<file path="config.mk">
export PLATFORM = sky130hd
export DESIGN_NAME = alu_seq
export DESIGN_NICKNAME = d
export VERILOG_FILES = /design/src/rtl/alu_pkg.sv /design/src/rtl/alu_seq.sv
export SDC_FILE = /design/constraint.sdc
export NUM_CORES = 1
export LEC_CHECK = 0
export BUFFER_PORTS_ARGS = -buffer_cell sky130_fd_sc_hd__buf_4
export CORE_MARGIN = 2
export CORE_UTILIZATION = 42
export CTS_BUF_LIST = sky130_fd_sc_hd__clkbuf_16
export DETAILED_ROUTE_END_ITERATION = 10
export PLACE_DENSITY = 0.76
export SLEW_MARGIN = 15
export SYNTH_ARGS = -nofsm -noshare
export SYNTH_HDL_FRONTEND = slang
export SYNTH_SLANG_ARGS = --single-unit
</file>
<file path="constraint.sdc">
create_clock -name clk -period 1.5 [get_ports clk]
set_clock_uncertainty 0.15 [all_clocks]
set_input_delay 0.3 -clock clk [delete_from_list [all_inputs] [get_ports clk]]
set_output_delay 0.3 -clock clk [all_outputs]
set_load 0.005 [all_outputs]
</file>
<file path="src/rtl/alu_pkg.sv">
// Shared opcode constants, opcode class decode and sequencer state encoding.
package alu_pkg;

  localparam logic [3:0] OP_IINC = 4'd0;
  localparam logic [3:0] OP_IADD = 4'd1;
  localparam logic [3:0] OP_ISUB = 4'd2;
  localparam logic [3:0] OP_IMUL = 4'd3;
  localparam logic [3:0] OP_IDIV = 4'd4;
  localparam logic [3:0] OP_IREM = 4'd5;
  localparam logic [3:0] OP_IAND = 4'd6;
  localparam logic [3:0] OP_IOR  = 4'd7;
  localparam logic [3:0] OP_IXOR = 4'd8;
  localparam logic [3:0] OP_INEG = 4'd9;
  localparam logic [3:0] OP_ISHL = 4'd10;
  localparam logic [3:0] OP_ISHR = 4'd11;
  // Parked ALU select used whenever no operation is executing.
  localparam logic [3:0] OP_NONE = 4'hF;

  typedef enum logic [2:0] {
    S_IDLE, S_POP_B, S_POP_A, S_EXEC, S_PUSH, S_ERR
  } state_t;

  typedef enum logic [1:0] {
    CLS_BIN, CLS_UN, CLS_UNSUP
  } op_class_t;

  function automatic op_class_t op_class(input logic [3:0] op);
    case (op)
      OP_IADD, OP_ISUB, OP_IAND, OP_IOR, OP_IXOR: op_class = CLS_BIN;
      OP_IINC, OP_INEG, OP_ISHL, OP_ISHR:         op_class = CLS_UN;
      default:                                    op_class = CLS_UNSUP;
    endcase
  endfunction

endpackage

</file>
<file path="src/rtl/alu_seq.sv">
// Operand-stack sequencer: pops operands, presents them to an external ALU,
// pushes the result back. Unsupported opcodes and stack underflow abort.
import alu_pkg::*;

module alu_seq #(
  parameter int DATA_W = 32
) (
  input  logic              clk,
  input  logic              rst,
  input  logic              op_valid,
  input  logic [3:0]        op_code,
  output logic              op_ready,
  input  logic [DATA_W-1:0] stack_top,
  input  logic              stack_empty,
  output logic              stack_pop,
  output logic              stack_push,
  output logic [DATA_W-1:0] stack_wdata,
  output logic [DATA_W-1:0] alu_a,
  output logic [DATA_W-1:0] alu_b,
  output logic [3:0]        alu_op,
  input  logic [DATA_W-1:0] alu_result,
  output logic              done,
  output logic              err
);

  state_t            r_state, w_next;
  logic [3:0]        r_op;
  logic [DATA_W-1:0] r_a, r_b, r_res;
  logic              w_accept;

  assign w_accept    = op_valid && (r_state == S_IDLE);
  assign alu_a       = r_a;
  assign alu_b       = r_b;
  assign stack_wdata = r_res;

  // State register plus opcode/operand/result capture.
  always_ff @(posedge clk) begin
    if (rst) begin
      r_state <= S_IDLE;
      r_op    <= '0;
      r_a     <= '0;
      r_b     <= '0;
      r_res   <= '0;
    end else begin
      r_state <= w_next;
      if (w_accept) r_op <= op_code;
      if (r_state == S_POP_B && !stack_empty) r_b <= stack_top;
      if (r_state == S_POP_A && !stack_empty) begin
        r_a <= stack_top;
        // Unary ops present a clean zero on the second operand.
        if (op_class(r_op) == CLS_UN) r_b <= '0;
      end
      if (r_state == S_EXEC) r_res <= alu_result;
    end
  end

  // Next-state and strobe decode; pops are suppressed on an empty stack.
  always_comb begin
    w_next     = r_state;
    op_ready   = 1'b0;
    stack_pop  = 1'b0;
    stack_push = 1'b0;
    done       = 1'b0;
    err        = 1'b0;
    alu_op     = OP_NONE;
    case (r_state)
      S_IDLE: begin
        op_ready = 1'b1;
        if (op_valid) begin
          case (op_class(op_code))
            CLS_BIN: w_next = S_POP_B;
            CLS_UN:  w_next = S_POP_A;
            default: w_next = S_ERR;
          endcase
        end
      end
      S_POP_B: begin
        if (stack_empty) w_next = S_ERR;
        else begin
          stack_pop = 1'b1;
          w_next    = S_POP_A;
        end
      end
      S_POP_A: begin
        if (stack_empty) w_next = S_ERR;
        else begin
          stack_pop = 1'b1;
          w_next    = S_EXEC;
        end
      end
      S_EXEC: begin
        alu_op = r_op;
        w_next = S_PUSH;
      end
      S_PUSH: begin
        stack_push = 1'b1;
        done       = 1'b1;
        w_next     = S_IDLE;
      end
      S_ERR: begin
        err    = 1'b1;
        w_next = S_IDLE;
      end
      default: w_next = S_IDLE;
    endcase
  end

endmodule
</file>
Yosys cells after proc, flatten, opt, wreduce, memory -nomap -nowiden
Memory sizes are Yosys's and may differ from the RTL's. A register that Yosys moved wholly into a read port is not among the register bits.
Cells that the tools add are included.
- equal/unequal tests: 8
- muxes and demuxes: 20
- reduce and logical (&&, ||, !) cells: 7
- operators with widths (kind ; number):
    32-bit two-way mux ; 3
    4-bit two-way mux ; 3
    3-bit case mux with 4 select lines ; 1
    3-bit two-way mux ; 3
    2-bit two-way mux ; 4
    3-bit by 2-bit == test with 1-bit output, second input constant ; 2
    3-bit == test, second input constant ; 2
    3-bit case mux with 2 select lines ; 1
    1-bit two-way mux ; 5
    2-bit by 1-bit == test with 1-bit output, second input constant ; 2
    3-bit by 1-bit == test with 1-bit output, second input constant ; 1
    1-bit logical AND ; 3
    3-bit zero test ; 1
    2-bit zero test ; 1
    2-bit != test, second input constant ; 1
    2-bit OR reduction ; 1
    1-bit zero test ; 1
- register bits: 103
- ROM bits: 64
- input port bits: 72
- output and inout port bits: 105
- word-level logic and storage cells: 42
- memories kept: 2
- memories (name ; depth ; bits a word ; read ports ; clocked after memory_dff ; write ports ; RTL line ; source):
    (name not given) ; 16 ; 2 ; 1 ; 0 ; 0 ; alu_pkg.sv:28 ; case (op)
    (name not given) ; 16 ; 2 ; 1 ; 1 ; 0 ; alu_pkg.sv:28 ;

Longest topological paths before layout
Gate-level depths: netlist of the first run.
- depth in word-level cells: 7
- gate-level depth with buffers: 6

Worst setup path after synthesis of the first run
Ideal clock, no wire load.
- path kind: flip-flop to output port
- start point: reg r_state[2]
- end point: out stack_pop
- arrival time: 1.171 ns
- data required time: 1.050 ns
- slack: -0.121 ns
- cell stages (with the launch flop): 5
- path buffers: 2
- cells stage by stage: dfxtp_1 > buf_6 > or4b_1 > buf_2 > nand2_1
- longest elaborated chain between the ends: 3
- elaborated cells between the ends (all ways): 4
- those cells by class: eq/ne: 2; mux: 1; reduce/logical: 1
- ends and longest elaborated chain (what ; RTL line ; source):
    start, declared ; alu_seq.sv:26 ; state_t r_state, w_next;
    start signal, assigned ; alu_seq.sv:45 ; r_state <= w_next;
    3-bit by 1-bit == test with 1-bit output or 3-bit by 2-bit == test with 1-bit output (tied branches) ; alu_seq.sv:66 ; case (r_state)
    2-bit OR reduction (no line) (*) ; - ;
    1-bit two-way mux (*) ; - ;
    end, declared ; alu_seq.sv:15 ; output logic stack_pop,
Every way passes the cells marked *; elsewhere a longest branch is shown, timed or not.

Worst setup path after layout of the first run
Ends and elaborated chain as after synthesis.

==> results of run 1 <==
## registers in the layout, indices dropped and copies added (netlist names), named ones only
signal,cells
r_op,4
alu_a,32
alu_b,32
stack_wdata,32
r_state,3
## worst max-delay path, delay by kind of cell (launching register included)
kind          cells  cell delay (ns)
flops             1             0.34
simple gates      2             0.63
buf+inv           1             0.09
## layer usage
metal | track usage, % | wire length, µm | up-vias | share of wire [%]
met4 | 9.17 | 144 | 0 | 1.1
met2 | 39.9 | 6470 | 163 | 51
met5 | 0 | 0 | - | 0
li1 | - | - | 1966 | -
met3 | 5.76 | 856 | 13 | 6.7
met1 | 28.6 | 5300 | 1911 | 42
## cell families after synthesis
logic type      after synthesis  share of synthesized area (%)
compound gates              112                           15.1
buf+inv                      39                           5.78
flops                       105                           53.6
mux                           4                           1.02
simple gates                222                           24.5
## timing repair
| item | in CTS | in global routing |
|---|---|---|
| pin swaps | 17 | 60 |
| setup endpoints to repair | 109 | 113 |
| buffers inserted | 16 | 0 |
| cloned | 7 | 1 |
| gates resized for setup | 59 | 113 |
| hold endpoints to repair | 0 | 0 |
## layout make-up
type	instances	area (µm²)	area share (%)
clock buffer	9	225	3.43
clock inverter	7	58.8	0.897
sequential	105	2110	32.1
multi-input combinational	338	2070	31.6
timing repair buffer	221	1950	29.7
inverter	2	7.51	0.114
tap	111	139	2.12
## final timing paths
check / end / slack, ns / cells past startpoint
worst max register to register: alu_b[3]$_SDFF_PP0_ / -0.29 / 8
worst min-delay path: stack_wdata[10]$_SDFFE_PP0N_ / 0.06 / 3
worst min register to register: stack_wdata[12]$_SDFFE_PP0N_ / 0.31 / 2
worst max-delay path: stack_pop / -0.35 / 3
## cell usage in the layout, fill, tap and decap left out, types with 3 or more instances in the layout
cell | synthesis | routed
sky130_fd_sc_hd__inv_1 | 2 | 3
sky130_fd_sc_hd__nand2_2 | 0 | 8
sky130_fd_sc_hd__buf_6 | 7 | 14
sky130_fd_sc_hd__nor4b_4 | 2 | 3
sky130_fd_sc_hd__buf_8 | 0 | 5
sky130_fd_sc_hd__nand2b_1 | 8 | 8
sky130_fd_sc_hd__clkbuf_16 | 0 | 10
sky130_fd_sc_hd__buf_12 | 0 | 8
sky130_fd_sc_hd__buf_16 | 0 | 4
sky130_fd_sc_hd__dfxtp_1 | 105 | 102
sky130_fd_sc_hd__buf_4 | 1 | 189
sky130_fd_sc_hd__nor2_1 | 6 | 5
sky130_fd_sc_hd__a21oi_1 | 99 | 37
sky130_fd_sc_hd__mux2i_1 | 4 | 3
sky130_fd_sc_hd__a211oi_1 | 6 | 5
sky130_fd_sc_hd__nand2_4 | 0 | 24
sky130_fd_sc_hd__a21oi_2 | 0 | 62
sky130_fd_sc_hd__nand2_1 | 193 | 161
## cells in the mapped netlist, drive strengths merged
cell and count:
o31ai 2, nand4b 1, nand2b 8, o21ai 2
a31o 1, inv 2, a211oi 6, and3b 2
or4b 2, nor4bb 2, nor3b 1, nor2 6
o21ba 1, clkbuf 9, or3 3, nor4b 3
buf 28, a211o 1, nand3b 1, a21oi 99
mux2i 4, nand2 193, dfxtp 105
## power by group
part | switching, mW | internal, mW
clock network | 1.07 | 1.14
registers | 0.0848 | 2.91
logic | 0.581 | 0.677
total | 1.74 | 4.73
## metrics by stage
stage	instances	hold WS (ns)	setup TNS, ns
floorplan	482	0.285	-2.40
global placement	756	0.293	-12.64
detailed placement	756	0.298	-16.07
CTS	795	0.0449	-19.29
global route	793	0.0568	-23.33
finish	793	0.0550	-16.24
==> impl_summary.txt, run 1 <==
----------------------------------------------------
[Hold path]
  Worst min-delay path class ... in -> reg
  Launch point of the worst hold path ... alu_result[10]

[Routing]
  Number of antenna-violating nets in the routed design ... 0
  DR iter-0 viols ... 116
  Number of vias in the routed layout ... 4053
  Detailed Route WL ... 12800 µm
  Drt pass-1 iters ... 4
  Drc violations ... 0
  Ratio of routed vias to standard cells ... 5.11
  Routed WL per cell ... 16.1 µm

[Clocking]
  CTS clk-pin slew, worst paths ... 0.07 ns
  Clock latency reported for the late side of the worst-skew pair ... 0.34 ns
  H-tree depth ... 3
  Clock tree from TritonCTS ... done
  Number of buffers created by CTS ... 9
  Maximum root-to-sink buffer count ... 2
  Number of buffers inserted by hold repair at cts ... 0
  Clock sink count ... 105
  Root buf cell ... sky130_fd_sc_hd__clkbuf_16

[Worst setup path]
  Worst setup startpoint ... r_state[2]$_SDFFE_PP0P_
  Critical path class ... reg -> out
  Required time at the worst-slack endpoint ... 1.05 ns
  CP Launch Type ... flip-flop
  Crit-path cells ... or4b_4, nand2_4, buf_6
  Startpoint of the worst-slack reg-to-reg timing path ... r_state[0]$_SDFFE_PP0P_
  Biggest fanout along the worst timing path ... 3
  Slowest-stage cell, CP ... sky130_fd_sc_hd__or4b_4
  Endpoint class of the critical path ... output port
  Crit path DAT ... 1.40 ns
  Delay contributed by the slowest stage of the critical path ... 0.54 ns

[Placed design]
  Port Buf Inserts ... 176
  Area post-placement ... 0.00541 mm²
  Post-Place Worst Slack ... -0.271 ns
  HPWL reported at the end of detailed placement ... 8010 µm
  Global placer's final weighted congestion ... 0.861

[Yosys]
  Mapped Area ... 0.00392 mm²
  Syn avg cell area ... 8.14 µm²
  Post-Synthesis Net Count ... 554
  Synth unique cells ... 27
  Register bit total from synthesis ... 105
  Syn Inst Count ... 482
  Synth area leaders ... sky130_fd_sc_hd__dfxtp_1 54%, sky130_fd_sc_hd__nand2_1 18%, sky130_fd_sc_hd__a21oi_1 13%, sky130_fd_sc_hd__buf_2 2.4%, sky130_fd_sc_hd__buf_6 2.0%
  Share of the synthesized area in the top cell type ... 53.6%
  Most area-hungry cell type in the Yosys netlist ... sky130_fd_sc_hd__dfxtp_1
  Number of warning messages in the yosys log ... 0
  Sequential fraction of the synthesis area ... 53.6%

[Timing]
  Setup-violating endpoint count in the final report ... 83
  Post-route worst setup slack ... -0.346 ns
  Final cycle utilization of the critical path ... 123%
  Transition time at the pin with the least slew margin ... 0.756 ns
  Endpoints failing hold ... 0
  Unrepaired setup endpoints after global routing ... yes
  Max Transition Viols Final ... 0
  Maximum clock frequency ... 542 MHz
  Post-layout min period ... 1.85 ns
  Headroom to the max-slew limit ... 49.6%

[Power]
  Max IR drop VDD ... 0.514 mV
  Total power ... 6.47 mW
  Leakage power of the design ... 2.77 nW
  Cell area power density ... 986 mW/mm²

[Global routing]
  Tot GR Track Use ... 23.5%
  Wire length of the first global-routing pass ... 18900 µm
  Antenna violations before repair ... 0
  Grt total ovfl ... 0
  Maximum number of pins on one net before global-route repair ... 59
  Vias in the first global route ... 3882

[Status]
  Outcome ... finished with violations
  Violated checks ... negative setup slack

[Floorplanning]
  Number of placed I/O pins ... 177
  Initial core utilization ... 42.8%
  Row count ... 35
  Floorplan die height ... 101 µm
  Floorplan die width ... 101 µm
  Total die area ... 0.0101 mm²
  Area of the core region ... 0.00915 mm²

[Job]
  Count of maximum capacitance violations ... 0

[Cells and area]
  Count of filler cells inserted in the layout ... 672
  Relative area change from synthesis to final layout ... 67.3%
  Inserted Diodes ... 0
  Share of the core filled with cells in the final layout ... 71.7%
  Count of nets after finishing ... 749
  Post-layout instance area ... 0.00656 mm²
  Fraction of final layout cells sized beyond drive strength 1 ... 50.7%

----------------------------------------------------
No activity file was read; power rests on OpenSTA's default activity.
==> run 2, diff against run 1 <==
CORE_UTILIZATION = 47   (was 42)
PLACE_DENSITY = 0.8   (was 0.76)
REMOVE_ABC_BUFFERS = 1   (was default)
clock period = 1.8 ns   (was 1.5 ns; I/O delays follow)
==> impl_summary.txt, run 2 (same netlist as run 1, synthesis figures left out) <==
----------------------------------------------------
[Status]
  Outcome ... finished with violations
  Violated checks ... negative setup slack

[Worst setup path]
  Cell count of the worst reg-to-reg path ... 7
  Crit path DAT ... 1.40 ns
  Worst setup startpoint ... r_state[1]$_SDFFE_PP0P_
  Required time at the worst-slack endpoint ... 1.29 ns
  Critical path class ... reg -> out
  Slowest-stage cell, CP ... sky130_fd_sc_hd__or4b_4
  Largest delay share family, worst path ... simple AND/OR/NAND/NOR gates
  Delay contributed by the slowest stage of the critical path ... 0.54 ns
  Crit-path cells ... or4b_4, nand2_2, buf_6
  Endpoint class of the critical path ... output port
  Number of gates on the worst path with buffers counted ... 3
  Startpoint of the worst-slack reg-to-reg timing path ... r_state[2]$_SDFFE_PP0P_
  Sum of buffers and inverters on the critical path ... 1
  CP Launch Type ... flip-flop
  Biggest fanout along the worst timing path ... 4

[Routing]
  Drc violations ... 0
  DR iter-0 viols ... 90
  Drt pass-1 iters ... 5
  Detailed Route WL ... 10800 µm
  Ratio of routed vias to standard cells ... 5.05
  DR WL met3 ... 1240 µm
  Top layer reached by signal wires ... met4
  Number of antenna-violating nets in the routed design ... 0
  Number of vias in the routed layout ... 3881
  Routed WL per cell ... 14.1 µm
  Length of routed met2 wiring ... 5110 µm
  Met1 wire length ... 4310 µm

[Cells and area]
  Relative area change from synthesis to final layout ... 47.1%
  Share of the core filled with cells in the final layout ... 70.9%
  Multi-input gate area ... 0.00163 mm²
  Final non-filler cell total ... 768
  Fraction of final layout cells sized beyond drive strength 1 ... 34.7%
  Inserted Diodes ... 0
  Count of filler cells inserted in the layout ... 615
  Commonest cells after routing, fill and taps aside ... 192 x sky130_fd_sc_hd__nand2_1, 192 x sky130_fd_sc_hd__buf_4, 102 x sky130_fd_sc_hd__dfxtp_1
  Count of nets after finishing ... 730
  Storage element area ... 0.00211 mm²

[Power]
  Leakage power of the design ... 2.41 nW
  Cell area power density ... 905 mW/mm²
  Total power ... 5.22 mW
  Max IR drop VDD ... 0.575 mV

[Clocking]
  Root buf cell ... sky130_fd_sc_hd__clkbuf_16
  CTS clk-pin slew, worst paths ... 0.07 ns
  Maximum root-to-sink buffer count ... 2
  H-tree depth ... 3
  Clock latency reported for the late side of the worst-skew pair ... 0.33 ns
  Clock sink count ... 105
  Number of buffers created by CTS ... 9
  Clock tree from TritonCTS ... done

[Floorplanning]
  Row count ... 33
  Floorplan die height ... 95.3 µm
  Floorplan die width ... 95.3 µm
  Initial core utilization ... 48.2%
  Number of placed I/O pins ... 177
  Total die area ... 0.00909 mm²
  Area of the core region ... 0.00813 mm²

[Hold path]
  Worst min-delay path class ... in -> reg
  Number of stages on the worst hold path ... 3
  Launch point of the worst hold path ... alu_result[17]

[Global routing]
  Wire length of the first global-routing pass ... 16200 µm
  Maximum number of pins on one net before global-route repair ... 33
  Tot GR Track Use ... 22.8%
  Antenna violations before repair ... 0
  Grt total ovfl ... 0
  Vias in the first global route ... 3533

[Placed design]
  Placed Cells incl. Taps ... 745
  Global placer's final weighted congestion ... 0.755
  Port Buf Inserts ... 176
  HPWL reported at the end of detailed placement ... 7490 µm

[Timing]
  Endpoints failing hold ... 0
  Post-layout min period ... 1.91 ns
  Transition time at the pin with the least slew margin ... 0.420 ns
  Max Transition Viols Final ... 0
  Post-route worst setup slack ... -0.111 ns
  Headroom to the max-slew limit ... 71.8%
  Maximum clock frequency ... 523 MHz
  Setup-violating endpoint count in the final report ... 6
  Final cycle utilization of the critical path ... 106%
  Setup TNS after final layout ... -0.370 ns
  Unrepaired setup endpoints after global routing ... yes

[Job]
  Count of maximum capacitance violations ... 0

----------------------------------------------------
## run 2: cell types whose count changed in the layout (fill, tap and decap cells not counted), moves of 5 or more
cell / change
sky130_fd_sc_hd__a21oi_2: -62
sky130_fd_sc_hd__a21oi_1: +62
sky130_fd_sc_hd__nand2_1: +31
sky130_fd_sc_hd__nand2_2: -7
sky130_fd_sc_hd__buf_6: -9
sky130_fd_sc_hd__nand2_4: -24
sky130_fd_sc_hd__buf_12: -5
## run 2: repair_timing
item,CTS,global route
cloned,0,1
setup buffers,3,3
gates resized for setup,13,5
endpoints found under the setup margin,6,39
hold buffers,0,0
pin swaps,5,3
## run 2: worst paths after layout
check / to / slack (ns)
setup reg to reg: alu_b[20]$_SDFF_PP0_ / 0.04
setup / recovery: stack_pop / -0.11
hold reg to reg: alu_a[0]$_SDFFE_PP0N_ / 0.30
hold / removal: stack_wdata[17]$_SDFFE_PP0N_ / 0.12
## run 2: cell type report
type                       count  area share (%)
tap                          105            2.28
clock inverter                 7            1.24
clock buffer                   9            3.90
sequential                   105            36.6
multi-input combinational    338            28.2
timing repair buffer         202            27.7
inverter                       2           0.130
## run 2: worst reg2reg max path, stage by stage (launching register included)
cell and delay [ns]:
sky130_fd_sc_hd__dfxtp_4 0.37, sky130_fd_sc_hd__buf_8 0.12, sky130_fd_sc_hd__buf_4 0.15, sky130_fd_sc_hd__nor4b_4 0.26, sky130_fd_sc_hd__buf_4 0.18, sky130_fd_sc_hd__a31o_4 0.19, sky130_fd_sc_hd__clkbuf_16 0.18, sky130_fd_sc_hd__a21oi_1 0.06
## run 2: power by group
group          leakage [nW]  internal (mW)  switching, mW  total (mW)
clock network         0.149           1.08          0.846        1.92
registers             0.851           2.42         0.0688        2.49
logic                  1.41          0.436          0.366       0.802
## run 2: per-stage QoR
step / hold WS [ns] / setup WS, ns / cell area [µm²]
3_3_place_gp: 0.292 / 0.0810 / 5340
4_1_cts: 0.113 / -0.108 / 5700
6_report: 0.119 / -0.111 / 5770
3_5_place_dp: 0.297 / 0.0136 / 5340
2_1_floorplan: 0.279 / -0.681 / 3700
5_1_grt: 0.111 / -0.144 / 5770
## run 2: routing by layer
| layer | GRT usage, % | up-vias |
|---|---|---|
| met5 | 0 | - |
| met4 | 8.21 | 0 |
| met3 | 9.72 | 17 |
| met2 | 37.7 | 179 |
| met1 | 26.4 | 1764 |
| li1 | - | 1921 |
